`src/rtl/cgol_engine.sv`:
```
// Row-serial Conway's Game of Life engine: seed load, single-step and timed free-run.
// Optional period-2 oscillator detection is enabled by defining CGOL_OSC2_DETECT_EN.
module cgol_engine #(
    parameter int unsigned ROWS       = 8,
    parameter int unsigned COLS       = 8,
    parameter int unsigned GEN_W      = 16,
    parameter int unsigned RUN_PERIOD = 12_000_000
) (
    input  logic                 clk,
    input  logic                 rst_n,
    input  logic [ROWS*COLS-1:0] i_seed,
    input  logic                 i_load,
    input  logic                 i_step,
    input  logic                 i_run,
    input  logic                 i_wrap,
    output logic [ROWS*COLS-1:0] o_board,
    output logic [GEN_W-1:0]     o_generation,
    output logic                 o_busy,
    output logic                 o_done,
`ifdef CGOL_OSC2_DETECT_EN
    output logic                 o_osc2,
`endif
    output logic                 o_stable
);

    localparam int unsigned RW = $clog2(ROWS);
    localparam int unsigned CW = $clog2(COLS);
    localparam int unsigned TW = $clog2(RUN_PERIOD);

    typedef enum logic [1:0] {StIdle, StCompute, StCommit} state_e;

    state_e                     state_q, state_d;
    logic [ROWS-1:0][COLS-1:0]  board_q, board_d, next_q, next_d;
    logic [GEN_W-1:0]           gen_q, gen_d;
    logic [RW-1:0]              row_q, row_d;
    logic [TW-1:0]              timer_q, timer_d;
    logic                       wrap_q, wrap_d;
    logic                       stable_q, stable_d;
    logic                       done_q, done_d;
    logic                       run_tick;
    logic [COLS-1:0]            row_new;
`ifdef CGOL_OSC2_DETECT_EN
    logic [ROWS-1:0][COLS-1:0]  prev2_q, prev2_d;
    logic                       osc2_q, osc2_d;
`endif

    // Next-generation value of the row currently selected by row_q.
    always_comb begin : rule
        int         rr;
        int         cc;
        logic [3:0] cnt;
        logic       vis;
        rr      = 0;
        cc      = 0;
        cnt     = '0;
        vis     = 1'b0;
        row_new = '0;
        for (int c = 0; c < COLS; c++) begin
            cnt = '0;
            for (int dr = -1; dr <= 1; dr++) begin
                for (int dc = -1; dc <= 1; dc++) begin
                    rr  = int'(row_q) + dr;
                    cc  = c + dc;
                    vis = 1'b1;
                    if (rr < 0) begin
                        rr  = rr + int'(ROWS);
                        vis = wrap_q;
                    end else if (rr >= int'(ROWS)) begin
                        rr  = rr - int'(ROWS);
                        vis = wrap_q;
                    end
                    if (cc < 0) begin
                        cc  = cc + int'(COLS);
                        vis = vis & wrap_q;
                    end else if (cc >= int'(COLS)) begin
                        cc  = cc - int'(COLS);
                        vis = vis & wrap_q;
                    end
                    if (!(dr == 0 && dc == 0) && vis) begin
                        cnt = cnt + {3'b000, board_q[RW'(rr)][CW'(cc)]};
                    end
                end
            end
            row_new[CW'(c)] = (cnt == 4'd3) | (board_q[row_q][CW'(c)] & (cnt == 4'd2));
        end
    end

    always_comb begin
        state_d  = state_q;
        board_d  = board_q;
        next_d   = next_q;
        gen_d    = gen_q;
        row_d    = row_q;
        wrap_d   = wrap_q;
        stable_d = stable_q;
        done_d   = 1'b0;
        timer_d  = '0;
        run_tick = 1'b0;
`ifdef CGOL_OSC2_DETECT_EN
        prev2_d  = prev2_q;
        osc2_d   = osc2_q;
`endif
        // The run timer free-runs regardless of busy; its tick is dropped unless idle.
        if (i_run) begin
            if (timer_q == TW'(RUN_PERIOD - 1)) begin
                run_tick = 1'b1;
            end else begin
                timer_d = timer_q + TW'(1);
            end
        end

        unique case (state_q)
            StIdle: begin
                if (i_step || run_tick) begin
                    wrap_d  = i_wrap;
                    row_d   = '0;
                    state_d = StCompute;
                end
            end
            StCompute: begin
                next_d[row_q] = row_new;
                if (row_q == RW'(ROWS - 1)) begin
                    state_d = StCommit;
                end else begin
                    row_d = row_q + RW'(1);
                end
            end
            StCommit: begin
                board_d  = next_q;
                gen_d    = gen_q + GEN_W'(1);
                stable_d = (next_q == board_q);
                done_d   = 1'b1;
                state_d  = StIdle;
`ifdef CGOL_OSC2_DETECT_EN
                osc2_d   = (next_q == prev2_q) & (next_q != board_q);
                prev2_d  = board_q;
`endif
            end
            default: state_d = StIdle;
        endcase

        // Load overrides everything, including an in-flight generation.
        if (i_load) begin
            board_d  = i_seed;
            gen_d    = '0;
            stable_d = 1'b0;
            done_d   = 1'b0;
            state_d  = StIdle;
`ifdef CGOL_OSC2_DETECT_EN
            prev2_d  = '0;
            osc2_d   = 1'b0;
`endif
        end
    end

    always_ff @(posedge clk or negedge rst_n) begin
        if (!rst_n) begin
            state_q  <= StIdle;
            board_q  <= '0;
            next_q   <= '0;
            gen_q    <= '0;
            row_q    <= '0;
            timer_q  <= '0;
            wrap_q   <= 1'b0;
            stable_q <= 1'b0;
            done_q   <= 1'b0;
`ifdef CGOL_OSC2_DETECT_EN
            prev2_q  <= '0;
            osc2_q   <= 1'b0;
`endif
        end else begin
            state_q  <= state_d;
            board_q  <= board_d;
            next_q   <= next_d;
            gen_q    <= gen_d;
            row_q    <= row_d;
            timer_q  <= timer_d;
            wrap_q   <= wrap_d;
            stable_q <= stable_d;
            done_q   <= done_d;
`ifdef CGOL_OSC2_DETECT_EN
            prev2_q  <= prev2_d;
            osc2_q   <= osc2_d;
`endif
        end
    end

    assign o_board      = board_q;
    assign o_generation = gen_q;
    assign o_busy       = (state_q != StIdle);
    assign o_done       = done_q;
    assign o_stable     = stable_q;
`ifdef CGOL_OSC2_DETECT_EN
    assign o_osc2       = osc2_q;
`endif

endmodule

```
`config.mk`:
```
export PLATFORM = sky130hd
export DESIGN_NAME = cgol_engine
export DESIGN_NICKNAME = d
export VERILOG_FILES = /design/src/rtl/cgol_engine.sv
export SDC_FILE = /design/constraint.sdc
export NUM_CORES = 1
export LEC_CHECK = 0
export BUFFER_PORTS_ARGS = -buffer_cell sky130_fd_sc_hd__buf_2
export CORE_MARGIN = 4
export CORE_UTILIZATION = 51
export CTS_CLUSTER_SIZE = 16
export DETAILED_ROUTE_END_ITERATION = 7
export PLACE_DENSITY = 0.76
export SLEW_MARGIN = 15
export SYNTH_ARGS = -nofsm -noshare
export SYNTH_HDL_FRONTEND = slang
export SYNTH_SLANG_ARGS = --single-unit
```
`constraint.sdc`:
```
create_clock -name clk -period 5.6 [get_ports clk]
set_clock_uncertainty 0.05 [all_clocks]
set_input_delay 0.84 -clock clk [delete_from_list [all_inputs] [get_ports clk]]
set_output_delay 0.84 -clock clk [all_outputs]
set_load 0.005 [all_outputs]
```
* After elaboration in Yosys (flattened, before gate mapping) *
Cells that the tools add are included.

word-level totals
  flip-flop bits (word level) = 176
  input bits = 70
  output and inout bits = 83
  word-level logic and storage cells = 173

cells by class
  add/subtract/negate cells = 30
  magnitude comparators = 11
  equal/unequal tests = 17
  multiplexer cells = 72
  bitwise gates (word level) = 11
  reduce and logical (&&, ||, !) cells = 9

operators with widths
  kind                                                         number
  2-to-1 mux 4 bit                                             32
  2-to-1 mux 64 bit                                            2
  binary-select mux 8 bit (select 3 bit)                       4
  adder 4 x 1 -> 4 bit                                         19
  bitwise mux 64 bit                                           1
  equality test 64 bit                                         1
  2-to-1 mux 24 bit                                            2
  equality test 4 x 2 -> 1 bit (second input constant)         8
  2-to-1 mux 16 bit                                            2
  adder 24 x 1 -> 24 bit (second input constant)               1
  demux 8 bit (select 3 bit)                                   1
  equality test 24 bit (second input constant)                 1
  2-to-1 mux 3 bit                                             8
  adder 16 x 1 -> 16 bit (second input constant)               1
  less-than comparator 3 x 5 -> 1 bit (second input constant)  3
  2-to-1 mux 1 bit                                             14
  adder 3 x 1 -> 3 bit (second input constant)                 4
  subtractor 3 x 1 -> 3 bit (second input constant)            3
  2-to-1 mux 8 bit                                             1
  AND 1 bit                                                    7
  2-to-1 mux 2 bit                                             3
  inequality test 3 bit (second input constant)                2
  one-hot mux 3 bit (2 select lines)                           1
  nonzero test 2 bit                                           3
  21 further kinds                                             26

* Logic depth before layout (Yosys ltp) *
  depth after elaboration = 26
  mapped depth = 28

* Least setup slack after synthesis *
OpenSTA, ideal clock, no wires.

  path kind = register -> register
  start = reg row_q[0]
  end = reg next_q[10] (netlist bit)
  library setup time = 0.083 ns
  arrival time = 5.836 ns
  path slack = -0.369 ns
  stages on the path, launching flop included = 27
  buffers on the path = 4
  cells stage by stage = dfrtp_1 buf_6 clkbuf_8 clkbuf_1 buf_1 mux2_2 mux4_1 ha_1 and2_1 ha_1 ha_1 and2_1 ha_1 ha_1 ha_1 nand2_1 nand2_1 ha_1 nand2_1 nand2_1 ha_1 xnor2_1 nand2_1 xnor2_1 o211ai_1 a211o_2 a31oi_1

between the ends
  longest elaborated chain between the ends = 26

ends and longest elaborated chain
  what                                                                                   line  source
  start, declared                                                                        35    logic [RW-1:0] row_q, row_d;
  start signal, assigned                                                                 176   row_q <= row_d;
  adder 4 x 1 -> 5 bit                                                                   -
  greater-or-equal comparator 5 bit / subtractor 3 x 1 -> 3 bit (equally long branches)  -
  2-to-1 mux 3 bit                                                                       -
  2-to-1 mux 3 bit                                                                       65    if (rr < 0) begin
  binary-select mux 8 bit (select 3 bit)                                                 -
  2-to-1 mux 4 bit (implied by the code) (2 in a row)                                    80    cnt = cnt + {3'b000, board_q[RW'(rr)][CW'(cc)]};
  2-to-1 mux 1 bit                                                                       79    if (!(dr == 0 && dc == 0) && vis) begin
  adder 4 x 1 -> 4 bit                                                                   80
  (+9 left out)                                                                          -
  adder 4 x 1 -> 4 bit                                                                   80
  2-to-1 mux 4 bit                                                                       79
  adder 4 x 1 -> 4 bit                                                                   80
  2-to-1 mux 4 bit                                                                       79
  equality test 4 x 2 -> 1 bit                                                           84    row_new[CW'(c)] = (cnt == 4'd3) | (board_q[row_q][CW'(c)] & (cnt == 4'd2));
  AND 1 bit                                                                              84
  OR 1 bit                                                                               84
  bitwise mux 64 bit (*)                                                                 121   next_d[row_q] = row_new;
  end signal, assigned                                                                   174   next_q <= next_d;
  end, declared                                                                          33    logic [ROWS-1:0][COLS-1:0] board_q, board_d, next_q, next_d;

Mark *: on every way between the ends. The rest lies on a longest branch, timed or not. The select of a mux whose other input is x is not followed.
A chain may end at the register's enable or synchronous reset.

* Worst setup path in the final report *
  start = reg row_q[0]
  end = reg next_q[58] (netlist bit)

The elaborated chain is that of the path after synthesis.

==> impl_metrics.env <==
export IMPL_fin_nets=1134
export IMPL_relSlewSlack=0.302
export IMPL_vias=7058
export IMPL_core_area_um2=15400
export IMPL_crit_top_cell="nand2_1"
export IMPL_worstSkewPairLatency_ps=420
export IMPL_grt_max_degree=87
export IMPL_p_switching_mw=1.56
export IMPL_status="finished, final reports clean"
export IMPL_holdBufCountCts=0
export IMPL_period_share=0.969
export IMPL_hold_viol=0
export IMPL_fmax_ghz=0.184
export IMPL_dieArea_um2=18000
export IMPL_p_sw_frac=0.365
export IMPL_synth_area_per_cell_um2=9.49
export IMPL_synth_seq_cells=136
export IMPL_ctsHtreeMaxLevel=4
export IMPL_synth_cell_types=63
export IMPL_synth_largest_area_cell="dfrtp_1"
export IMPL_p_leak_nw=4.72
export IMPL_die_w_um=134
export IMPL_synth_area_leaders="dfrtp_1 (42%), nand2_1 (8.2%), ha_1 (5.6%), mux2i_1 (4.3%), o21ai_0 (4.3%)"
export IMPL_pwr_share_clk=0.263
export IMPL_area_growth_pct=24.3
export IMPL_drive_gt1_frac=0.275
export IMPL_antenna_found_initial=2
export IMPL_ir_drop_uv=258
export IMPL_drcViolationCount=0
export IMPL_pwr_share_seq=0.285
export IMPL_final_common_cell="nand2_1"
export IMPL_setup_violations=0
export IMPL_p_comb_frac=0.452
export IMPL_cts_sinks=136
export IMPL_cpPeakStageDelay_ps=510
export IMPL_ys_flop_type="dfrtp_1"
export IMPL_async_flop_share=1.00
export IMPL_synth_cells=855
export IMPL_ys_seq_area_frac=0.419
export IMPL_synth_compound_area_frac=0.0870
export IMPL_synth_xor_area_frac=0.0850
export IMPL_synthAdderAreaFrac=0.0580
export IMPL_synth_edf_count=0
export IMPL_worstMarginPinSlew_ps=1040
export IMPL_hp_class="primary input to asynchronous set/reset pin"
export IMPL_syn_area_um2=8110
export IMPL_cp_required_ps=5880
export IMPL_syn_num_nets=962
export IMPL_synth_area_mux_share=0.116
export IMPL_routed_wl_um=22100
export IMPL_final_cell_mix="nand2_1 (178), buf_2 (150), dfrtp_1 (135)"
export IMPL_drt_pass1_iterations=5
export IMPL_hpwl_um=15700
export IMPL_gr_usage_all_layers=0.245
export IMPL_intPower_mw=2.72
export IMPL_cts_root_buf="clkbuf_16"
export IMPL_cp_max_fo=8
export IMPL_wire_per_inst_um=17.7
export IMPL_cap_violations=0
export IMPL_cpMaxStageDelayCell="mux4_2"
export IMPL_startpoint="row_q[0]"
export IMPL_final_max_slew_viol_count=0
export IMPL_path_class="flop to flop"
export IMPL_yosysWarnings=0
export IMPL_first_global_vias=6857
export IMPL_worstPathArrival_ps=5700
export IMPL_port_buffers=152
export IMPL_synthSimpleGateAreaFrac=0.204
export IMPL_drtIter0Drc=590
export IMPL_cp_end_kind="flop"
export IMPL_clk_path_buf_depth=2
export IMPL_p_per_area_nw_per_um2=425
export IMPL_post_drt_via_cell_ratio=5.65
export IMPL_start_kind="flop"
export IMPL_start_util=0.528
export IMPL_grt_pass1_wl_um=35300
export IMPL_numCtsBuffers=17
export IMPL_fin_ws_ps=173
export IMPL_synth_top_family_by_area="simple AND/OR/NAND/NOR gates"
export IMPL_fin_crit_ps=5430
export IMPL_crit_reg2reg_launch="row_q[0]"
export IMPL_tns_ps=0
export IMPL_dp_slack_ps=-53.4
export IMPL_grt_overflow=0
export IMPL_antenna_left=0
export IMPL_cts_tree="built"
export IMPL_io_pins=153
export IMPL_hold_slack_ps=412
export IMPL_die_y_um=134
export IMPL_gp_congestion=0.871
export IMPL_clk_pin_slew_worst_paths_ps=60
export IMPL_netlist_area_leader_share=0.419
export IMPL_rows=45
## worst paths after layout
kind | end | cells past startpoint | slack [ps]
setup reg to reg | next_q[58] | 25 | 170
min in group clk | o_stable | 2 | 460
hold / removal | o_board[46] | 1 | 410
max in group asynchronous | row_q[0] | 2 | 3890
setup / recovery | next_q[58] | 25 | 170
hold reg to reg | o_stable | 2 | 460
## cell families after synthesis
| logic type | Yosys count |
|---|---|
| and+or+nand+nor | 358 |
| DFF | 136 |
| AOI/OAI and AO/OA | 118 |
| xor gates and xnor gates | 77 |
| muxes | 72 |
| buffers and inverters | 57 |
| adders and majority gates | 37 |
## cell usage after synthesis (all sizes together), types with 4 or more instances
master	instances
and2	14
and4	4
nand2	178
nor2	67
buf	10
nand3	21
o22ai	11
nor4	15
xor2	39
inv	19
clkbuf	28
mux2i	35
nand2b	5
ha	36
dfrtp	136
xnor2	38
a31oi	9
mux4	12
mux2	25
nand4	15
nor3	9
and3	11
a21oi	8
o21ai	70
## critical path, delay by kind of cell (launching register included)
kind                       cells  cell delay (ps)
buffers and inverters          1               70
AOI/OAI and AO/OA              3              790
xor gates and xnor gates       2              320
and+or+nand+nor                8              810
muxes                          1              510
DFF                            1              400
adders and majority gates     10             2380
## final cells by class
cell class	count	area, µm²
tap	211	264
clock inverter	11	150
antenna	1	2.50
timing repair buffer	191	1090
multi-input combinational	662	4660
sequential	136	3400
clock buffer	19	443
inverter	19	71.3
fill	1158	5290
## power by group through the flow
stage | Combinational [mW] | Sequential [mW] | Clock [mW]
6_report | 1.93 | 1.22 | 1.13
5_1_grt | 2.14 | 1.23 | 1.18
4_1_cts | 1.73 | 1.21 | 1.14
3_5_place_dp | 1.70 | 1.23 | 0
3_3_place_gp | 1.64 | 1.22 | 0
2_1_floorplan | 1.23 | 1.20 | 0
## per-stage QoR
step / instances / cell area [µm²] / power (mW) / utilization
final: 1250 / 10100 / 4.28 / 0.656
after global routing: 1250 / 10100 / 4.55 / 0.656
after CTS: 1244 / 9870 / 4.09 / 0.642
after detailed placement: 1213 / 9250 / 2.92 / 0.602
after global placement: 1213 / 9250 / 2.87 / 0.602
after floorplan: 855 / 8150 / 2.43 / -
## metal layers
metal | part of all wire | track usage | vias up
met5 | 0.00059 | 0 | -
li1 | - | - | 3327
met3 | 0.069 | 0.0671 | 58
met4 | 0.027 | 0.0814 | 2
met2 | 0.49 | 0.405 | 268
met1 | 0.42 | 0.313 | 3403
## flip-flops by register name, summed over array words and instances (netlist names)
signal / count
o_stable: 1
o_generation: 16
next_q: 24
o_board: 64
row_q: 3
wrap_q: 1
o_done: 1
state_q: 2
timer_q: 24
## timing repair
action	CTS	global route
pin swaps	3	13
gates cloned	0	1
endpoints found under the setup margin	11	16
gates resized for setup	4	22
buffers inserted	1	4
Power figures use the tool's default switching activity.
